==> config.mk <==
export PLATFORM = sky130hd
export DESIGN_NAME = load_store_unit
export DESIGN_NICKNAME = d
export VERILOG_FILES = /design/src/rtl/lsu_pkg.sv /design/src/rtl/load_align.sv /design/src/rtl/load_store_unit.sv
export SDC_FILE = /design/constraint.sdc
export NUM_CORES = 1
export LEC_CHECK = 0
export ABC_CLOCK_PERIOD_IN_PS = 1950
export CORE_MARGIN = 3
export CORE_UTILIZATION = 44
export CTS_CLUSTER_DIAMETER = 150
export DETAILED_ROUTE_END_ITERATION = 10
export PLACE_DENSITY_LB_ADDON = 0.12
export SETUP_SLACK_MARGIN = 0.02
export SLEW_MARGIN = 0
export SYNTH_ARGS = -nofsm -noshare
export SYNTH_HDL_FRONTEND = slang
export SYNTH_HIERARCHICAL = 1
export SYNTH_SLANG_ARGS = --single-unit
==> constraint.sdc <==
create_clock -name clk -period 1.95 [get_ports clk]
set_input_delay 0.39 -clock clk [delete_from_list [all_inputs] [get_ports clk]]
set_output_delay 0.39 -clock clk [all_outputs]
set_load 0.01 [all_outputs]
==> src/rtl/lsu_pkg.sv <==
// Shared definitions for the load/store unit:
// funct3 width codes and the access FSM state encoding.
package lsu_pkg;

    localparam logic [2:0] F3_B  = 3'b000;
    localparam logic [2:0] F3_H  = 3'b001;
    localparam logic [2:0] F3_W  = 3'b010;
    localparam logic [2:0] F3_BU = 3'b100;
    localparam logic [2:0] F3_HU = 3'b101;

    typedef enum logic {
        IDLE = 1'b0,
        BUSY = 1'b1
    } lsu_state_e;

endpackage

==> src/rtl/load_align.sv <==
// Load data aligner: shifts the addressed lane down, then sign/zero-extends.
// Ports: rdata (word), offset (addr[1:0]), funct3 (width/sign) -> data (32b).
module load_align
    import lsu_pkg::*;
(
    input  logic [31:0] rdata,
    input  logic [1:0]  offset,
    input  logic [2:0]  funct3,
    output logic [31:0] data
);

    logic [31:0] lane;

    always_comb begin
        lane = rdata >> {offset, 3'b000};
        data = lane;
        case (funct3)
            F3_B:    data = {{24{lane[7]}}, lane[7:0]};
            F3_H:    data = {{16{lane[15]}}, lane[15:0]};
            F3_BU:   data = {24'd0, lane[7:0]};
            F3_HU:   data = {16'd0, lane[15:0]};
            default: data = lane;
        endcase
    end

endmodule

==> src/rtl/load_store_unit.sv <==
// MEM-stage load/store unit: legality check, req/ack handshake with data
// memory, pipeline stall, load alignment, access and timeout error pulses.
// Ports: clk, rst_n (sync, active-low); EX command (ex_valid, mem_read,
// mem_write, funct3, addr, store_data); stall; dmem_* request/response;
// load_data/load_valid to write-back; mem_done, access_err, timeout_err.
module load_store_unit
    import lsu_pkg::*;
#(
    parameter int TIMEOUT = 255
) (
    input  logic        clk,
    input  logic        rst_n,
    input  logic        ex_valid,
    input  logic        mem_read,
    input  logic        mem_write,
    input  logic [2:0]  funct3,
    input  logic [31:0] addr,
    input  logic [31:0] store_data,
    output logic        stall,
    output logic        dmem_req,
    output logic        dmem_we,
    output logic [31:0] dmem_addr,
    output logic [3:0]  dmem_be,
    output logic [31:0] dmem_wdata,
    input  logic        dmem_ack,
    input  logic [31:0] dmem_rdata,
    output logic [31:0] load_data,
    output logic        load_valid,
    output logic        mem_done,
    output logic        access_err,
    output logic        timeout_err
);

    localparam int CW = $clog2(TIMEOUT + 1);

    lsu_state_e  state_q, state_d;
    logic [CW-1:0] cnt_q, cnt_d;
    logic        req_q, req_d;
    logic        we_q, we_d;
    logic [31:0] addr_q, addr_d;
    logic [3:0]  be_q, be_d;
    logic [31:0] wdata_q, wdata_d;
    logic [2:0]  f3_q, f3_d;
    logic [31:0] load_data_q, load_data_d;
    logic        load_valid_q, load_valid_d;
    logic        mem_done_q, mem_done_d;
    logic        access_err_q, access_err_d;
    logic        timeout_err_q, timeout_err_d;

    logic        is_b, is_h, is_w, f3_ok, illegal;
    logic        access, start, timeout_hit;
    logic [3:0]  be_n;
    logic [31:0] wdata_n;
    logic [31:0] aligned;

    // Offset comes from the address latched at start, not the live EX bus.
    load_align u_align (
        .rdata  (dmem_rdata),
        .offset (addr_q[1:0]),
        .funct3 (f3_q),
        .data   (aligned)
    );

    always_comb begin
        is_b    = (funct3 == F3_B) || (funct3 == F3_BU);
        is_h    = (funct3 == F3_H) || (funct3 == F3_HU);
        is_w    = (funct3 == F3_W);
        f3_ok   = is_b || is_h || is_w;
        illegal = (mem_read && mem_write)
               || !f3_ok
               || (((funct3 == F3_BU) || (funct3 == F3_HU)) && mem_write)
               || (is_h && addr[0])
               || (is_w && (addr[1:0] != 2'b00));
        access      = ex_valid && (mem_read || mem_write);
        start       = (state_q == IDLE) && access && !illegal;
        timeout_hit = (cnt_q == CW'(TIMEOUT));
        stall       = start
                   || ((state_q == BUSY) && !dmem_ack && !timeout_hit);
    end

    // Byte lanes replicate store data so memory picks it up by be alone.
    always_comb begin
        be_n    = 4'b1111;
        wdata_n = store_data;
        if (is_b) begin
            be_n    = 4'b0001 << addr[1:0];
            wdata_n = {4{store_data[7:0]}};
        end else if (is_h) begin
            be_n    = addr[1] ? 4'b1100 : 4'b0011;
            wdata_n = {2{store_data[15:0]}};
        end
        if (!mem_write) begin
            wdata_n = 32'd0;
        end
    end

    always_comb begin
        state_d       = state_q;
        cnt_d         = cnt_q;
        req_d         = req_q;
        we_d          = we_q;
        addr_d        = addr_q;
        be_d          = be_q;
        wdata_d       = wdata_q;
        f3_d          = f3_q;
        load_data_d   = load_data_q;
        load_valid_d  = 1'b0;
        mem_done_d    = 1'b0;
        access_err_d  = 1'b0;
        timeout_err_d = 1'b0;
        case (state_q)
            IDLE: begin
                access_err_d = access && illegal;
                if (start) begin
                    state_d = BUSY;
                    cnt_d   = '0;
                    req_d   = 1'b1;
                    we_d    = mem_write;
                    addr_d  = addr;
                    be_d    = be_n;
                    wdata_d = wdata_n;
                    f3_d    = funct3;
                end
            end
            BUSY: begin
                if (dmem_ack) begin
                    state_d    = IDLE;
                    req_d      = 1'b0;
                    mem_done_d = 1'b1;
                    if (!we_q) begin
                        load_data_d  = aligned;
                        load_valid_d = 1'b1;
                    end
                end else if (timeout_hit) begin
                    state_d       = IDLE;
                    req_d         = 1'b0;
                    timeout_err_d = 1'b1;
                end else begin
                    cnt_d = cnt_q + CW'(1);
                end
            end
            default: state_d = IDLE;
        endcase
    end

    always_ff @(posedge clk) begin
        if (!rst_n) begin
            state_q       <= IDLE;
            cnt_q         <= '0;
            req_q         <= 1'b0;
            we_q          <= 1'b0;
            addr_q        <= 32'd0;
            be_q          <= 4'd0;
            wdata_q       <= 32'd0;
            f3_q          <= 3'd0;
            load_data_q   <= 32'd0;
            load_valid_q  <= 1'b0;
            mem_done_q    <= 1'b0;
            access_err_q  <= 1'b0;
            timeout_err_q <= 1'b0;
        end else begin
            state_q       <= state_d;
            cnt_q         <= cnt_d;
            req_q         <= req_d;
            we_q          <= we_d;
            addr_q        <= addr_d;
            be_q          <= be_d;
            wdata_q       <= wdata_d;
            f3_q          <= f3_d;
            load_data_q   <= load_data_d;
            load_valid_q  <= load_valid_d;
            mem_done_q    <= mem_done_d;
            access_err_q  <= access_err_d;
            timeout_err_q <= timeout_err_d;
        end
    end

    assign dmem_req    = req_q;
    assign dmem_we     = we_q;
    assign dmem_addr   = {addr_q[31:2], 2'b00};
    assign dmem_be     = be_q;
    assign dmem_wdata  = wdata_q;
    assign load_data   = load_data_q;
    assign load_valid  = load_valid_q;
    assign mem_done    = mem_done_q;
    assign access_err  = access_err_q;
    assign timeout_err = timeout_err_q;

endmodule

==> out/qor.csv <==
metric,value,unit
num rows,40,
Max IR drop VDD,0.553,mV
first-pass GRT wire length,26900,µm
Worst Hold Class,register to register,
Setup Viol. Count Final,0,
H-tree depth,4,
largest net degree at the start of global routing,73,
Die Ht,118,µm
die area,13900,µm²
"EDFF count, synth",0,
"most common cell after layout, fill and taps aside",clkdlybuf4s50_1,
hold_ws,0.451,ns
Routed wire per std cell,16.6,µm
Clock transition at path regs,0.05,ns
Slew HR,52.8,%
Post-route DRC,0,
CTS tree,yes,
Max Freq,546,MHz
fin. max-slew vios,0,
via density per instance,5.37,
crit path DAT,1.44,ns
gr usage total,23.6,%
dpl cell area,7600,µm²
CTS max path bufs,2,
count of warnings emitted by yosys,6,
post-synthesis cell area,5500,µm²
vias in the first global route,5340,
worst path required time,1.56,ns
worst-path cell chain,"clkdlybuf4s50_1, o21ai_2, o211a_1, nand2_2, nand2_1, buf_2",
Routed WL,16800,µm
initial antenna violation count,0,
"Clk Latency, worst-skew pair",0.41,ns
Initial Util,45.4,%
Final WS setup,0.119,ns
setup slack after placement,-0.537,ns
crit path kind,input pin to output pin,
vias,5444,
Crit path max-delay family,buffers and inverters,
proportion of layout cells with a drive suffix above 1,9.59,%
static leakage,2.94,nW
most frequent cells in the layout,"203 x clkdlybuf4s50_1, 117 x dfxtp_1, 97 x nand2_1",
sequential area share after synthesis,42.9,%
fin crit period,1.83,ns
Inserted Clock Buffers,17,
GP Congestion,0.857,
Root Buffer,clkbuf_16,
status,"finished, final reports clean",
1st-pass router iterations,6,
Starting DRT DRC Count,316,
syn avg cell area,8.36,µm²
Synth Instances,658,
RSZ-0062 raised after global routing,false,
footprint of the multi-input gates,2640,µm²
count of different cell masters after synthesis,46,
total gr overflow,0,
fin nets,940,
Clock Skew,0.00541,ns
synth-to-layout area growth,49.5,%
Core Area,12100,µm²
crit share post-route,93.9,%
diode count,0,
CTS Sinks,118,
"Async S/R FF share, synth",0,%
worst slew pin tran,0.706,ns
num ports,212,
Seq. cell area,2360,µm²
Critical Path Source Type,input pin,
PD cells,770,nW/µm²
die extent in x,118,µm
Final Hold Vio Count,0,
Antenna Violating Nets Remaining,0,
"Top FF cell, synth",dfxtp_1,
WP buf/inv,2,
fin area,8220,µm²
Post-DP HPWL,11800,µm
port buffer count,209,
maxcap violations,0,
Yosys reg bits,118,
"slowest stage cell, crit path",clkdlybuf4s50_1,
Worst Setup End Kind,output pin,
# fillers,1032,
"slowest stage delay, CP",0.53,ns
CP Max Fanout,2,
[worst register-to-register path: cells and delay by family (launching register included)]
family	cells	cell delay [ns]
buffers and inverters	3	0.70
AOI/OAI and AO/OA	3	0.57
DFF	1	0.38
[path summary, 6_finish.rpt]
kind,startpoint,endpoint,slack (ns),cells past startpoint
setup / recovery,funct3[2],stall,0.12,6
hold / removal,load_data[11]$_SDFFE_PN0P_,load_data[11]$_SDFFE_PN0P_,0.45,2
setup reg to reg,state_q$_SDFF_PN0_,dmem_wdata[28]$_SDFFE_PN0P_,0.20,6
hold reg to reg,load_data[11]$_SDFFE_PN0P_,load_data[11]$_SDFFE_PN0P_,0.45,2
[through the flow]
step | TNS, ns | power, W | utilization (%) | cells
4_1_cts | 0 | 0.00636 | 67.6 | 1012
3_3_place_gp | -18.78 | 0.00339 | 62.8 | 981
3_5_place_dp | -27.80 | 0.00341 | 62.8 | 981
6_report | 0 | 0.00633 | 67.9 | 1013
2_1_floorplan | 0 | 0.00296 | - | 659
5_1_grt | 0 | 0.00655 | 67.9 | 1013
[cell usage after synthesis, types with 5 or more instances]
| master | count | area, µm² |
|---|---|---|
| dfxtp_1 | 118 | 2360 |
| nand2_1 | 98 | 368 |
| a21oi_1 | 87 | 435 |
| o21ai_0 | 55 | 275 |
| mux2i_1 | 44 | 440 |
| nand3_1 | 38 | 190 |
| clkbuf_1 | 35 | 131 |
| buf_4 | 34 | 255 |
| nor2_1 | 22 | 82.6 |
| a22o_1 | 16 | 140 |
| o2bb2ai_1 | 16 | 140 |
| a211oi_1 | 14 | 105 |
| buf_2 | 13 | 65.1 |
| nor2b_1 | 9 | 56.3 |
| inv_1 | 6 | 22.5 |
| buf_6 | 5 | 56.3 |
[cell families after synthesis]
group,Yosys count,synth area share [%]
multiplexers,44,8.01
buffers and inverters,93,9.64
AO/OA/AOI/OAI,214,23.9
AND/OR/NAND/NOR,187,15.2
other,1,0.0682
adder cells (fa/ha/maj),1,0.227
flip-flops,118,42.9
[power by group]
part / total (W) / internal, W / switching (W)
combinational: 0.000871 / 0.000451 / 0.000420
sequential: 0.00250 / 0.00247 / 0.0000326
clock: 0.00296 / 0.00194 / 0.00103
total: 0.00633 / 0.00485 / 0.00148
[sequential cells by signal, indices dropped and copies added (netlist names), 3 cells and up]
register    cells
addr_q         32
dmem_wdata     32
load_data      32
cnt_q           8
dmem_be         4
f3_q            3
[per-layer routing]
layer  vias to the layer above  part of all wire [%]  global-route usage, %
li1                       2650                     -                      -
met3                        34                   7.5                   8.41
met4                         0                   2.6                   9.30
met1                      2555                    42                   28.2
met5                         -                     0                      0
met2                       205                    48                   38.7
[cell type report]
class	instances	area share [%]
Clock buffer	27	6.36
Tap cell	168	2.56
Clock inverter	3	0.487
Multi-Input combinational cell	448	32.1
Inverter	6	0.274
Timing Repair Buffer	243	29.4
Sequential cell	118	28.7
[timing repair]
| item | 4_1_cts | 5_1_grt |
|---|---|---|
| endpoints found under the setup margin | 20 | 17 |
| buffers inserted | 1 | 1 |
| hold buffers | 0 | 0 |
| resized for setup | 11 | 11 |
| pin swaps | 3 | 5 |
No activity file was read; power rests on OpenSTA's default activity.
